<file path="src/rtl/serial_frame_rx.sv">
// serial_frame_rx
//   Receive end of the enable-framed single-wire serial link. A frame starts on
//   the falling edge of ena_i; WIDTH data bits are sampled LSB-first every
//   BIT_CYCLES clocks, starting SAMPLE_OFFSET clocks after the start edge.
//   Completed words go into a DEPTH-entry FIFO drained over valid/ready.
//
//   Optional feature macro: SERIAL_FRAME_RX_PARITY_EN
//     Adds one even-parity bit after the data bits; a mismatching word is
//     dropped and flagged on frame_err_o.
//
// Ports
//   clk_i        clock, rising edge
//   rst_i        asynchronous reset, active low
//   ena_i        frame enable, frame active while low
//   data_i       serial data, LSB first
//   data_o       FIFO head word (registered)
//   valid_o      FIFO not empty
//   ready_i      consumer accept; pop on valid_o && ready_i
//   count_o      FIFO occupancy, 0..DEPTH
//   ovf_o        1-clock pulse: completed word dropped, FIFO full
//   frame_err_o  1-clock pulse: frame aborted (or parity failure)
module serial_frame_rx #(
  parameter int WIDTH         = 10,
  parameter int BIT_CYCLES    = 2,
  parameter int SAMPLE_OFFSET = 1,
  parameter int DEPTH         = 4
) (
  input  logic                     clk_i,
  input  logic                     rst_i,
  input  logic                     ena_i,
  input  logic                     data_i,
  output logic [WIDTH-1:0]         data_o,
  output logic                     valid_o,
  input  logic                     ready_i,
  output logic [$clog2(DEPTH):0]   count_o,
  output logic                     ovf_o,
  output logic                     frame_err_o
);

  localparam int AW = $clog2(DEPTH);
  localparam int CW = $clog2(BIT_CYCLES) + 1;
  localparam int BW = $clog2(WIDTH) + 1;

  typedef enum logic [2:0] {IDLE, OFFSET, SHIFT, CHECK, PUSH, WAIT_HIGH} state_t;

  state_t          state, state_n;
  logic [CW-1:0]   cnt, cnt_n;
  logic [BW-1:0]   bit_cnt, bit_n;
  logic            ena_q;
  logic [WIDTH-1:0] shreg;
  logic            sample, push_req, abort;
`ifdef SERIAL_FRAME_RX_PARITY_EN
  logic            psample, parity_q;
`endif

  // FSM state and counters
  always_ff @(posedge clk_i or negedge rst_i) begin
    if (!rst_i) begin
      state   <= IDLE;
      cnt     <= '0;
      bit_cnt <= '0;
      ena_q   <= 1'b1;
    end else begin
      state   <= state_n;
      cnt     <= cnt_n;
      bit_cnt <= bit_n;
      ena_q   <= ena_i;
    end
  end

  always_comb begin
    state_n  = state;
    cnt_n    = cnt;
    bit_n    = bit_cnt;
    sample   = 1'b0;
    push_req = 1'b0;
    abort    = 1'b0;
`ifdef SERIAL_FRAME_RX_PARITY_EN
    psample  = 1'b0;
`endif
    case (state)
      IDLE: begin
        if (ena_q && !ena_i) begin
          bit_n = '0;
          // With a 1-clock offset the first sample lands on the very next edge,
          // so OFFSET is skipped entirely.
          if (SAMPLE_OFFSET == 1) begin
            state_n = SHIFT;
            cnt_n   = '0;
          end else begin
            state_n = OFFSET;
            cnt_n   = CW'(SAMPLE_OFFSET - 2);
          end
        end
      end
      OFFSET: begin
        if (ena_i)              abort = 1'b1;
        else if (cnt == '0)     state_n = SHIFT;
        else                    cnt_n = cnt - 1'b1;
      end
      SHIFT: begin
        if (ena_i) abort = 1'b1;
        else if (cnt == '0) begin
          sample = 1'b1;
          cnt_n  = CW'(BIT_CYCLES - 1);
          if (bit_cnt == BW'(WIDTH - 1)) begin
`ifdef SERIAL_FRAME_RX_PARITY_EN
            state_n = CHECK;
`else
            state_n = PUSH;
`endif
          end else begin
            bit_n = bit_cnt + 1'b1;
          end
        end else cnt_n = cnt - 1'b1;
      end
`ifdef SERIAL_FRAME_RX_PARITY_EN
      CHECK: begin
        if (ena_i) abort = 1'b1;
        else if (cnt == '0) begin
          psample = 1'b1;
          state_n = PUSH;
        end else cnt_n = cnt - 1'b1;
      end
`endif
      PUSH: begin
        state_n = WAIT_HIGH;
`ifdef SERIAL_FRAME_RX_PARITY_EN
        // Parity verdict is taken one clock after the parity sample.
        if (parity_q == ^shreg) push_req = 1'b1;
        else                    abort    = 1'b1;
`else
        push_req = 1'b1;
`endif
      end
      WAIT_HIGH: if (ena_i) state_n = IDLE;
      default: state_n = IDLE;
    endcase
    if (abort) state_n = IDLE;
  end

  // Deserializer: shift in from the top so bit 0 ends at the LSB.
  always_ff @(posedge clk_i or negedge rst_i) begin
    if (!rst_i) begin
      shreg <= '0;
    end else if (sample) begin
      shreg <= {data_i, shreg[WIDTH-1:1]};
    end
  end

`ifdef SERIAL_FRAME_RX_PARITY_EN
  always_ff @(posedge clk_i or negedge rst_i) begin
    if (!rst_i)       parity_q <= 1'b0;
    else if (psample) parity_q <= data_i;
  end
`endif

  // FIFO
  logic [WIDTH-1:0] mem [DEPTH];
  logic [AW-1:0]    wr_ptr, rd_ptr, rd_nxt;
  logic             pop, full, push, ovf_n;
  logic [WIDTH-1:0] head_n;

  assign valid_o = (count_o != '0);
  assign pop     = valid_o && ready_i;
  assign full    = (count_o == (AW+1)'(DEPTH));
  // A full FIFO still accepts a word when the head leaves on the same edge.
  assign push    = push_req && (!full || pop);
  assign ovf_n   = push_req && full && !pop;
  assign rd_nxt  = pop ? rd_ptr + 1'b1 : rd_ptr;
  // Incoming word becomes the head when it lands in the slot rd_nxt points at.
  assign head_n  = (push && (wr_ptr == rd_nxt)) ? shreg : mem[rd_nxt];

  always_ff @(posedge clk_i or negedge rst_i) begin
    if (!rst_i) begin
      for (int i = 0; i < DEPTH; i++) mem[i] <= '0;
      wr_ptr      <= '0;
      rd_ptr      <= '0;
      count_o     <= '0;
      data_o      <= '0;
      ovf_o       <= 1'b0;
      frame_err_o <= 1'b0;
    end else begin
      if (push) begin
        mem[wr_ptr] <= shreg;
        wr_ptr      <= wr_ptr + 1'b1;
      end
      rd_ptr <= rd_nxt;
      case ({push, pop})
        2'b10:   count_o <= count_o + 1'b1;
        2'b01:   count_o <= count_o - 1'b1;
        default: count_o <= count_o;
      endcase
      data_o      <= head_n;
      ovf_o       <= ovf_n;
      frame_err_o <= abort;
    end
  end

endmodule
</file>
<file path="config.mk">
export PLATFORM = sky130hd
export DESIGN_NAME = serial_frame_rx
export DESIGN_NICKNAME = d
export VERILOG_FILES = /design/src/rtl/serial_frame_rx.sv
export SDC_FILE = /design/constraint.sdc
export NUM_CORES = 1
export LEC_CHECK = 0
export BUFFER_PORTS_ARGS = -buffer_cell sky130_fd_sc_hd__buf_2
export CAP_MARGIN = 15
export CORE_ASPECT_RATIO = 1.25
export CORE_MARGIN = 2
export CORE_UTILIZATION = 55
export DETAILED_ROUTE_END_ITERATION = 16
export PLACE_DENSITY = 0.73
export SYNTH_ARGS = -nofsm -noshare
export SYNTH_HDL_FRONTEND = slang
export SYNTH_SLANG_ARGS = --single-unit
</file>
<file path="constraint.sdc">
create_clock -name clk_i -period 2.85 [get_ports clk_i]
set_clock_uncertainty 0.1 [all_clocks]
set_input_delay 0.1425 -clock clk_i [delete_from_list [all_inputs] [get_ports clk_i]]
set_output_delay 0.1425 -clock clk_i [all_outputs]
set_load 0.03 [all_outputs]
</file>
==> key figures <==
Status
  – Outcome: finished clean

Power and ir drop
  – Leak Pwr: 2.129 nW
  – Switch Pwr: 1.617 mW
  – Clk pwr share: 20.5%
  – Net Sw Frac: 41.67%
  – Total power: 3.880 mW
  – Logic pwr share: 39.5%
  – P_int: 2.263 mW
  – PD cells: 848.6 nW/um^2
  – Sequential power share: 40.0%
  – Peak supply drop: 0.4921 mV

Global routing
  – Initial antenna violation count: 0
  – Largest net degree at the start of global routing: 81
  – Total track usage: 22.69%
  – Vias in the first global route: 2910
  – Overflow after GRT: 0
  – First-pass GRT wire length: 14190 um

Layout
  – Area delta synth->final: 8.621%
  – Diode count: 0
  – Fin util: 61.78%
  – FILL cells: 617
  – Share of layout cells above drive strength 1: 23.37%
  – Finished Cell Area: 4572 sq um
  – Final nets: 424

Place
  – Placed Area: 4357 sq um
  – RePlAce Congestion: 0.8588
  – Port Buffers: 20
  – DPL Wire Length: 5650 um

Timing
  – Slew margin rel.: 33.39%
  – Setup TNS: 0 ns
  – Crit path time final: 2.578 ns
  – Slew @ Worst Pin: 0.9992 ns
  – Fmax: 387.9 MHz
  – Final Hold Viols: 0
  – # setup viols final: 0
  – RSZ-0062 raised after global routing: false
  – Crit share post-route: 90.46%
  – Final Max Tran Viols: 0

Yosys
  – Netlist Area Pre-Place: 4209 sq um
  – Post-synthesis sequential area ratio: 47.59%
  – Post-Syn Nets: 411
  – Area contributors post-synth: dfrtp_1 (47%), mux2_2 (13%), nand2_1 (4.8%), a21oi_1 (3.4%), ha_1 (2.4%)
  – Synth async-reset ratio: 100.0%
  – Total of warnings raised by yosys: 0
  – Count of state elements after synthesis: 80
  – Yosys top cell by area: dfrtp_1
  – Leading register cell type out of synthesis: dfrtp_1
  – Top cells by count, synth: dfrtp_1 (79), nand2_1 (54), mux2_2 (48)
  – Mapped Cells: 397
  – Yosys cell types: 54
  – Syn_area_per_cell: 10.60 sq um
  – Top cell type's share of synthesized area: 46.97%
  – Most common cell in the netlist: dfrtp_1
  – Post-synth EDFFs: 0

Clock network
  – CTS H-tree depth: 3
  – Clk root buf: clkbuf_8
  – Sinks on Clock Net: 80
  – Hold-fix buffers, CTS: 3
  – Worst-Skew Late Latency: 0.37 ns
  – CTS clk-pin slew, worst paths: 0.09 ns
  – Post CTS Setup Buffer Count: 0
  – CTS tree: done
  – CTS buffer count: 9
  – Clk buf depth: 2
  – Resized cells post-CTS: 0

Floorplan
  – Core Box Area: 7401 sq um
  – Row cnt: 35
  – Die area: 8373 sq um
  – Starting Density: 56.87%
  – Die X: 82.25 um
  – Num ports: 21
  – Die Ht: 101.8 um

Critical path
  – CP Launch Point: state[0]
  – Worst r2r src: state[0]
  – Critical path class: reg -> reg
  – Worst Setup Start Kind: register
  – CP required: 2.97 ns
  – Critical path endpoint category: register
  – WP data arrival: 2.70 ns
  – CP max FO: 18

Drt
  – Via count: 3074
  – DRC: 0
  – Drt pass-1 iters: 4
  – Via density: 6.063
  – DR WL/cell: 17.62 um
  – Iter 0 DRT Violations: 171
  – Routed wire length: 8935 um
  – Final ANT Viol Nets: 0

Hold path
  – Hold_sp: ready_i
  – Hold/Removal Path Class: in -> reg

Job
  – Max cap viols: 0
-- cell families (layout without fill, tap and decap cells) --
kind of cell	Yosys count	after routing	synth area share, %
AND/OR/NAND/NOR	117	117	13.73
XOR/XNOR	7	7	2.110
AO/OA/AOI/OAI	98	98	16.62
flip-flops	80	80	47.59
adder cells (fa/ha/maj)	9	9	2.854
multiplexers	51	51	13.61
buffers and inverters	35	53	3.478
-- final cells by class --
type,instances,area [sq um],area share [%]
Multi-Input combinational cell,282,2068,45.24
Sequential cell,80,2003,43.82
Timing Repair Buffer,27,162.7,3.558
Clock buffer,9,123.9,2.709
Tap cell,92,115.1,2.518
Clock inverter,7,61.31,1.341
Inverter,10,37.54,0.8210
-- final timing paths --
| check | to | slack [ns] | depth (start not counted) |
|---|---|---|---|
| setup / recovery | data_o[6] | 0.27 | 4 |
| hold / removal | count_o[2] | 0.15 | 4 |
| setup reg to reg | data_o[6] | 0.27 | 4 |
| hold reg to reg | cnt[1] | 0.44 | 2 |
| max in group asynchronous | bit_cnt[4] | 1.63 | 2 |
| min in group asynchronous | rd_ptr[0] | 0.38 | 2 |
-- power groups by stage --
stage | clock [mW] | combinational [mW] | sequential, mW
after global placement | 0 | 1.49 | 1.57
after floorplan | 0 | 1.05 | 1.62
after detailed placement | 0 | 1.52 | 1.58
after CTS | 0.822 | 1.53 | 1.55
final | 0.796 | 1.53 | 1.55
after global routing | 0.870 | 1.67 | 1.59
-- stage by stage --
| stage | setup slack (ns) | hold slack (ns) | cells |
|---|---|---|---|
| 2_1_floorplan | 0.5086 | -0.2531 | 397 |
| 3_3_place_gp | 0.4028 | 0.2247 | 488 |
| 3_5_place_dp | 0.3048 | 0.2263 | 488 |
| 4_1_cts | 0.3065 | 0.1313 | 507 |
| 5_1_grt | 0.1614 | 0.1543 | 507 |
| 6_report | 0.2718 | 0.1525 | 507 |
-- state kept, by name, indices dropped and copies added, names as in the netlist --
signal,flops
cnt,2
state,3
frame_err_o,1
wr_ptr,2
bit_cnt,5
rd_ptr,2
ovf_o,1
shreg,10
count_o,3
ena_q,1
data_o,10
mem,40
-- metal layers --
| layer | vias up | wire (um) | GRT usage, % |
|---|---|---|---|
| li1 | 1471 | - | - |
| met4 | 0 | 191 | 11.28 |
| met5 | - | 0 | 0 |
| met2 | 70 | 4488 | 37.10 |
| met3 | 17 | 332 | 3.654 |
| met1 | 1516 | 3923 | 28.94 |
-- worst max-delay path, stage by stage (launching register included) --
cell	delay [ns]
dfrtp_1	0.51
or3b_1	0.56
a31oi_4	0.52
and3_1	0.57
o41ai_1	0.18
-- layout by cell type (no fill, tap or decap), types with 6 or more instances in the layout --
master / instances
a21boi_0: 11
a21o_1: 10
a21oi_1: 29
a22o_1: 11
and3_1: 12
buf_2: 19
clkbuf_8: 9
dfrtp_1: 79
ha_1: 8
inv_1: 10
mux2_2: 48
nand2_1: 54
nand2b_1: 6
nand4_1: 10
nor2_1: 11
o21ai_0: 8
o41ai_1: 10
Power figures use the tool's default switching activity.
